## config.mk

```make
export PLATFORM = sky130hd
export DESIGN_NAME = microsequencer
export DESIGN_NICKNAME = d
export VERILOG_FILES = /design/src/rtl/microsequencer.sv
export SDC_FILE = /design/constraint.sdc
export NUM_CORES = 1
export LEC_CHECK = 0
export BUFFER_PORTS_ARGS = -buffer_cell sky130_fd_sc_hd__buf_2
export CAP_MARGIN = 20
export CORE_MARGIN = 2
export CORE_UTILIZATION = 30
export DETAILED_ROUTE_END_ITERATION = 8
export GPL_ROUTABILITY_DRIVEN = 0
export PLACE_DENSITY = 0.7
export SLEW_MARGIN = 30
export SYNTH_ARGS = -nofsm -noshare
export SYNTH_HDL_FRONTEND = slang
export SYNTH_SLANG_ARGS = --single-unit
```

## constraint.sdc

```tcl
create_clock -name clk -period 1.6 [get_ports clk]
set_clock_uncertainty 0.15 [all_clocks]
set_input_delay 0.08 -clock clk [delete_from_list [all_inputs] [get_ports clk]]
set_output_delay 0.08 -clock clk [all_outputs]
set_load 0.05 [all_outputs]
```

## src/rtl/microsequencer.sv

```systemverilog
// Microsequencer: T-state counter, hardwired fetch words, {opcode,step} microcode sequencing, flag latch, jump resolve.
// Zero latency: every output is combinational from tstate/flags and inputs; step_en=0 freezes counter and flags.
module microsequencer #(
    parameter int          OPW    = 8,
    parameter int          TW     = 3,
    parameter logic [15:0] FETCH0 = 16'h0040,
    parameter logic [15:0] FETCH1 = 16'h3480
) (
    input  logic               clk,
    input  logic               reset,
    input  logic               step_en,
    input  logic [OPW-1:0]     opcode,
    output logic [OPW+TW-1:0]  rom_addr,
    input  logic [15:0]        rom_data,
    input  logic               alu_z,
    input  logic               alu_lt,
    input  logic               alu_c,
    output logic [15:0]        uinstr,
    output logic [TW-1:0]      tstate,
    output logic               jmp,
    output logic               instr_start
);

    typedef struct packed {
        logic z;
        logic lt;
        logic c;
    } flags_t;

    logic [TW-1:0] tstate_q, tstate_d;
    flags_t        flags_q, flags_d;
    logic          exec_step;
    logic          early_end;
    logic          fetch_word;

    always_ff @(posedge clk or posedge reset) begin
        if (reset) begin
            tstate_q <= '0;
            flags_q  <= '0;
        end else begin
            tstate_q <= tstate_d;
            flags_q  <= flags_d;
        end
    end

    always_comb begin
        exec_step  = (tstate_q > TW'(1));
        // An all-zero ROM word means the instruction is done; this cycle doubles as T0.
        early_end  = exec_step && (rom_data == 16'h0000);
        fetch_word = !exec_step || early_end;

        rom_addr = {opcode, tstate_q - TW'(2)};

        if (tstate_q == '0 || early_end) begin
            uinstr = FETCH0;
        end else if (tstate_q == TW'(1)) begin
            uinstr = FETCH1;
        end else begin
            uinstr = rom_data;
        end

        instr_start = (tstate_q == '0) || early_end;

        tstate_d = tstate_q;
        flags_d  = flags_q;
        if (step_en) begin
            tstate_d = early_end ? TW'(1) : tstate_q + TW'(1);
            if (uinstr[15]) begin
                flags_d = {alu_z, alu_lt, alu_c};
            end
        end

        // Uses the latched flags only, so a flag write lands one cycle before it can steer a jump.
        jmp = !fetch_word &&
              ((uinstr[5] & flags_q.c) |
               (uinstr[4] & flags_q.z) |
               (uinstr[3] & ~flags_q.z & ~flags_q.lt) |
               (uinstr[2] & flags_q.lt));
    end

    assign tstate = tstate_q;

endmodule
```

### Yosys cells after proc, flatten, opt, wreduce, memory -nomap -nowiden

Cells that the tools add are included.
Widths: inputs -> output; s select.

| word-level totals | value |
|---|---|
| register bits | 6 |
| bits in latches | 0 |
| RAM bits | 0 |
| ROM bits | 0 |
| input bits | 30 |
| output and inout port bits | 32 |
| word-level logic and storage cells | 30 |
| memories | 0 |

| cells by class | value |
|---|---|
| $add $sub $neg | 2 |
| $mul | 0 |
| divide/modulo/power cells | 0 |
| magnitude comparators | 1 |
| eq/ne operators | 1 |
| shift-type cells | 0 |
| mux-type cells | 3 |
| bitwise logic cells | 10 |
| reduce and logical (&&, ||, !) cells | 9 |

Operator list:

| cell | count |
|---|---|
| $mux 16 | 2 |
| $logic_not 16->1 | 1 |
| $and 1x1->1 | 5 |
| $add 3x1->3 const B | 1 |
| $eq 3x1->1 const B | 1 |
| $gt 3x1->1 const B | 1 |
| $logic_not 3->1 | 1 |
| $mux 3 | 1 |
| $or 1x1->1 | 3 |
| $sub 3x2->3 const B | 1 |
| $logic_and 1x1->1 | 2 |
| $logic_not 1->1 | 2 |
| $logic_or 1x1->1 | 2 |
| $not 1->1 | 2 |
| $reduce_and 2->1 | 1 |

### Depth between registers and ports, before layout

| depth | value |
|---|---|
| depth after elaboration | 9 |
| mapped depth | 7 |
| mapped depth without buffers | 6 |

### Worst setup path before layout

OpenSTA, ideal clock, no wires.

| timing | value |
|---|---|
| path kind | reg-to-output |
| from | register tstate_q[1] (netlist: tstate[1]) |
| to | output jmp |
| data arrival time | 2,879 ps |
| required time | 1,370 ps |
| setup slack | -1,509 ps |
| stages on the path, launching flop included | 7 |
| buffers on the path | 0 |
| cells stage by stage | dfrtp_1 > inv_1 > ha_1 > inv_1 > o2111ai_2 > o2bb2ai_4 > a211oi_1 |

| between the ends | value |
|---|---|
| cells in the longest elaborated chain, start to end | 9 |

Ends and longest elaborated chain:

| what | RTL line | source |
|---|---|---|
| start: declaration | 30 | `logic [TW-1:0] tstate_q, tstate_d;` |
| start signal: assignment | 41 | `tstate_q <= tstate_d;` |
| $gt 3x1->1 | 47 | `exec_step = (tstate_q > TW'(1));` |
| $logic_and 1x1->1 | 49 | `early_end = exec_step && (rom_data == 16'h0000);` |
| $logic_or 1x1->1 | 54 | `if (tstate_q == '0 \|\| early_end) begin` |
| $mux 16 | 54 |  |
| $and 1x1->1, on equally long branches | 75, 76, 77 |  |
| $or 1x1->1 or $and 1x1->1 (tied branches) | 75, 77 |  |
| $or 1x1->1 | 76 | `(uinstr[4] & flags_q.z) \|` |
| $or 1x1->1 | 77 | `(uinstr[3] & ~flags_q.z & ~flags_q.lt) \|` |
| $logic_and 1x1->1 * | 74 | `jmp = !fetch_word &&` |
| end: declaration | 20 | `output logic jmp,` |

Mark *: on every way between the ends. The rest lies on a longest branch, timed or not.

### Worst setup path in the final report

| timing | value |
|---|---|
| from | register tstate_q[1] (netlist: tstate[1]) |
| to | output uinstr[6] |

| between the ends | value |
|---|---|
| cells in the longest elaborated chain, start to end | 4 |

Ends and longest elaborated chain:

| what | RTL line | source |
|---|---|---|
| $gt 3x1->1 | 47 |  |
| $logic_and 1x1->1 | 49 |  |
| $logic_or 1x1->1 | 54 |  |
| $mux 16 * | 54 |  |
| end: declaration | 18 | `output logic [15:0] uinstr,` |

Marked as above.

==> results by group <==
Route
  • Initial drt markers: 5
  • Wire length per cell: approximately 14 um
  • Via/cell ratio: 4.672
  • WL final: ~2500 um
  • DRC viols: 0
  • DR vias: 841
  • Antenna-violating nets left: 0
  • 1st-pass router iterations: 4

Clock tree
  • CTS tree: built
  • Clock Latency Late Sink: around 0.24 ns
  • CTS Buffer Depth: 2
  • Total clock buffers created by CTS: 3
  • Clock H-tree levels: 1
  • Clock Sinks: 6
  • Clk pin slew, worst setup/hold paths: ~0.05 ns
  • Root Driver: clkbuf_4

Pwr
  • Comb pwr share: 0.846
  • Sw frac: 0.5467
  • Total net switching power: 1406 uW
  • Share of total power in the clock network: 0.056
  • Pwr per Cell Area: about 1800 nW/um^2
  • VDD IR max: around 1 mV
  • P_leak: just under 0.0007 uW
  • Internal power: between 1000 and 1500 uW
  • Sequential fraction of design power: 0.098

Die
  • IO Count: 62
  • Die ar.: approximately 2700 um^2
  • Core Footprint: approximately 2200 um^2
  • Num rows: 17
  • Chip width: 51.50 um
  • Initial Utilization: 0.3120
  • DIE HEIGHT: 51.50 um

STA
  • Setup TNS: -8.329 ns
  • Final setup fails: 24
  • Fin worst setup slack: -0.4663 ns
  • Final hold violation count: 0
  • Minimum clock period: between 2 and 2.5 ns
  • RSZ-0062 raised after global routing: yes
  • Worst slew pin tran: about 0.47 ns
  • Final Max Tran Viols: 0
  • WHS: 0.01002 ns
  • Fmax: roughly 480 MHz
  • Final period util: 1.291
  • Max transition margin: 0.6877

Place
  • Post-DP HPWL: ~1700 um
  • Dpl ws: -0.3284 ns
  • Port Buffers: 45
  • Placed instance area: about 1100 um^2

Run
  • MaxCap Viol Count: 0

Layout
  • Commonest non-fill, non-tap cell in the layout: buf_2
  • Synthesis-to-finish area growth: 117.0%
  • Most frequent cells in the layout: 27 x buf_2, 21 x buf_4, 14 x nor2_4, 14 x buf_6, 12 x nand2_1
  • ANT cells: 0
  • Share of cells above drive strength 1: 0.7039
  • Nets: between 150 and 200
  • Final Cell Area: about 1500 um^2

Yosys
  • FF+latch count, synth: 6
  • Seq/Total Area, Yosys: 0.2218
  • Main combinational cell family by area after synthesis: simple AND/OR/NAND/NOR gates
  • Largest area contributor in the synthesized netlist: dfrtp_1
  • Post-synthesis adder-cell area fraction: 0.07394
  • Synth top area cells: dfrtp_1 22%, buf_4 10%, nor2_2 8.3%
  • Yosys cell types: 26
  • Yosys top cell area share: 0.2218
  • Fraction of the mapped netlist area in compound gates: 0.1664
  • Syn_area_per_cell: 7.964 um^2
  • Synth warnings: 0
  • Post-synthesis mux area share: 0.04991
  • Mapped cell area: between 600 and 700 um^2
  • Syn Nets: 119
  • Cells after Synth: 85
  • Synth Area in Simple Gates: 0.3142
  • XOR/XNOR Fraction of Synth Area: 0

Global routing
  • Vias in the first global route: around 930
  • Initial antenna violation count: 0
  • Met2 GRT Util: 0.4188
  • First-pass GRT wire length: between 4000 and 5000 um
  • Global Route met3 Usage: 0.02299
  • Total global routing track utilization: 0.1999
  • Largest net degree at the start of global routing: 12
  • Busiest layer in global routing: met2
  • Total grt overflow: 0
  • Met1 global-route usage: 0.1875

Setup path
  • Critical path data required time: between 1 and 1.5 ns
  • WP data arrival: about 1.8 ns
  • CP Class: flip-flop to output port
  • CP Max Fanout: 7
  • CP Launch Type: flip-flop
  • Crit. End Element: output port

Outcome
  • Status: complete, but fails checks
  • Failing checks: negative setup slack

Min path
  • Hold crit path type: primary input to output port
## logic make-up after synthesis
group           Yosys count
buf+inv                  18
fa+ha+maj                 4
simple gates             42
compound gates           12
mux                       3
flops                     6
## stage by stage
| stage | power, uW | utilization | cells |
|---|---|---|---|
| after floorplan | 1609 | - | 85 |
| after global placement | 1975 | 0.5248 | 167 |
| after detailed placement | 2010 | 0.5248 | 167 |
| after CTS | 2519 | 0.6603 | 179 |
| after global routing | 2713 | 0.6770 | 180 |
| final | 2572 | 0.6770 | 180 |
## worst max-delay path: stages, from the launching register on
cell,delay (ns)
dfrtp_2,0.38
clkinvlp_4,0.15
ha_4,0.20
nand2b_4,0.08
o2111ai_4,0.11
o2bb2ai_4,0.25
buf_12,0.18
a21o_4,0.10
buf_8,0.13
## cell type report
| class | instances | area (um^2) |
|---|---|---|
| fillers | 149 | 700.7 |
| repair buffers | 74 | 625.6 |
| multi-input cells | 61 | 600.6 |
| flip-flops and latches | 6 | 151.4 |
| well taps | 28 | 35.03 |
| inverters | 7 | 30.03 |
| clock buffers | 4 | 26.28 |
## worst paths after layout
path	from	end	slack, ns	cells past startpoint
setup reg to reg	tstate[1]$_DFFE_PP0P_	tstate[0]$_DFFE_PP0P_	-0.17	8
setup / recovery	tstate[1]$_DFFE_PP0P_	uinstr[6]	-0.47	8
hold reg to reg	flags_q[0]$_DFFE_PP0P_	flags_q[0]$_DFFE_PP0P_	0.35	1
max in group asynchronous	reset	tstate[1]$_DFFE_PP0P_	0.96	3
hold / removal	opcode[1]	rom_addr[4]	0.01	0
min in group asynchronous	reset	tstate[0]$_DFFE_PP0P_	0.13	3
## sequential cells by signal, summed over array words and instances, names as in the netlist
register	cells
flags_q	3
tstate	3
## power groups by stage
stage | registers (uW) | clock network [uW] | logic (uW)
global placement | 252 | 0 | 1720
detailed placement | 255 | 0 | 1760
CTS | 253 | 154 | 2110
floorplan | 363 | 0 | 1250
global route | 259 | 162 | 2290
finish | 252 | 145 | 2180
## cell usage after synthesis
library cell / n
ha_1: 4
nor4_2: 2
inv_1: 7
buf_1: 1
o211ai_1: 1
nand2_1: 13
o21a_1: 1
buf_12: 1
nor3_1: 2
nor2b_1: 1
a222oi_1: 1
a21o_1: 1
a21oi_1: 2
nor4_1: 2
dfrtp_1: 6
nor2_2: 9
o2bb2ai_4: 1
a211oi_1: 1
nand2b_1: 1
mux2_2: 3
o21ai_0: 2
buf_4: 9
and3_1: 1
o2111ai_2: 1
nor2_1: 11
o211a_1: 1
## routing by layer
layer / vias to the layer above / part of all wire
met1: 381 / 0.35
li1: 413 / -
met4: 0 / 0.019
met3: 8 / 0.046
met2: 39 / 0.59
met5: - / 0
## what timing repair did
item	4_1_cts	5_1_grt
setup buffers	2	1
resized for setup	51	8
pin swaps	6	4
endpoints found under the hold margin	10	0
gates cloned	1	0
hold buffers	5	0
setup endpoints to repair	25	24
Power figures use the tool's default switching activity.
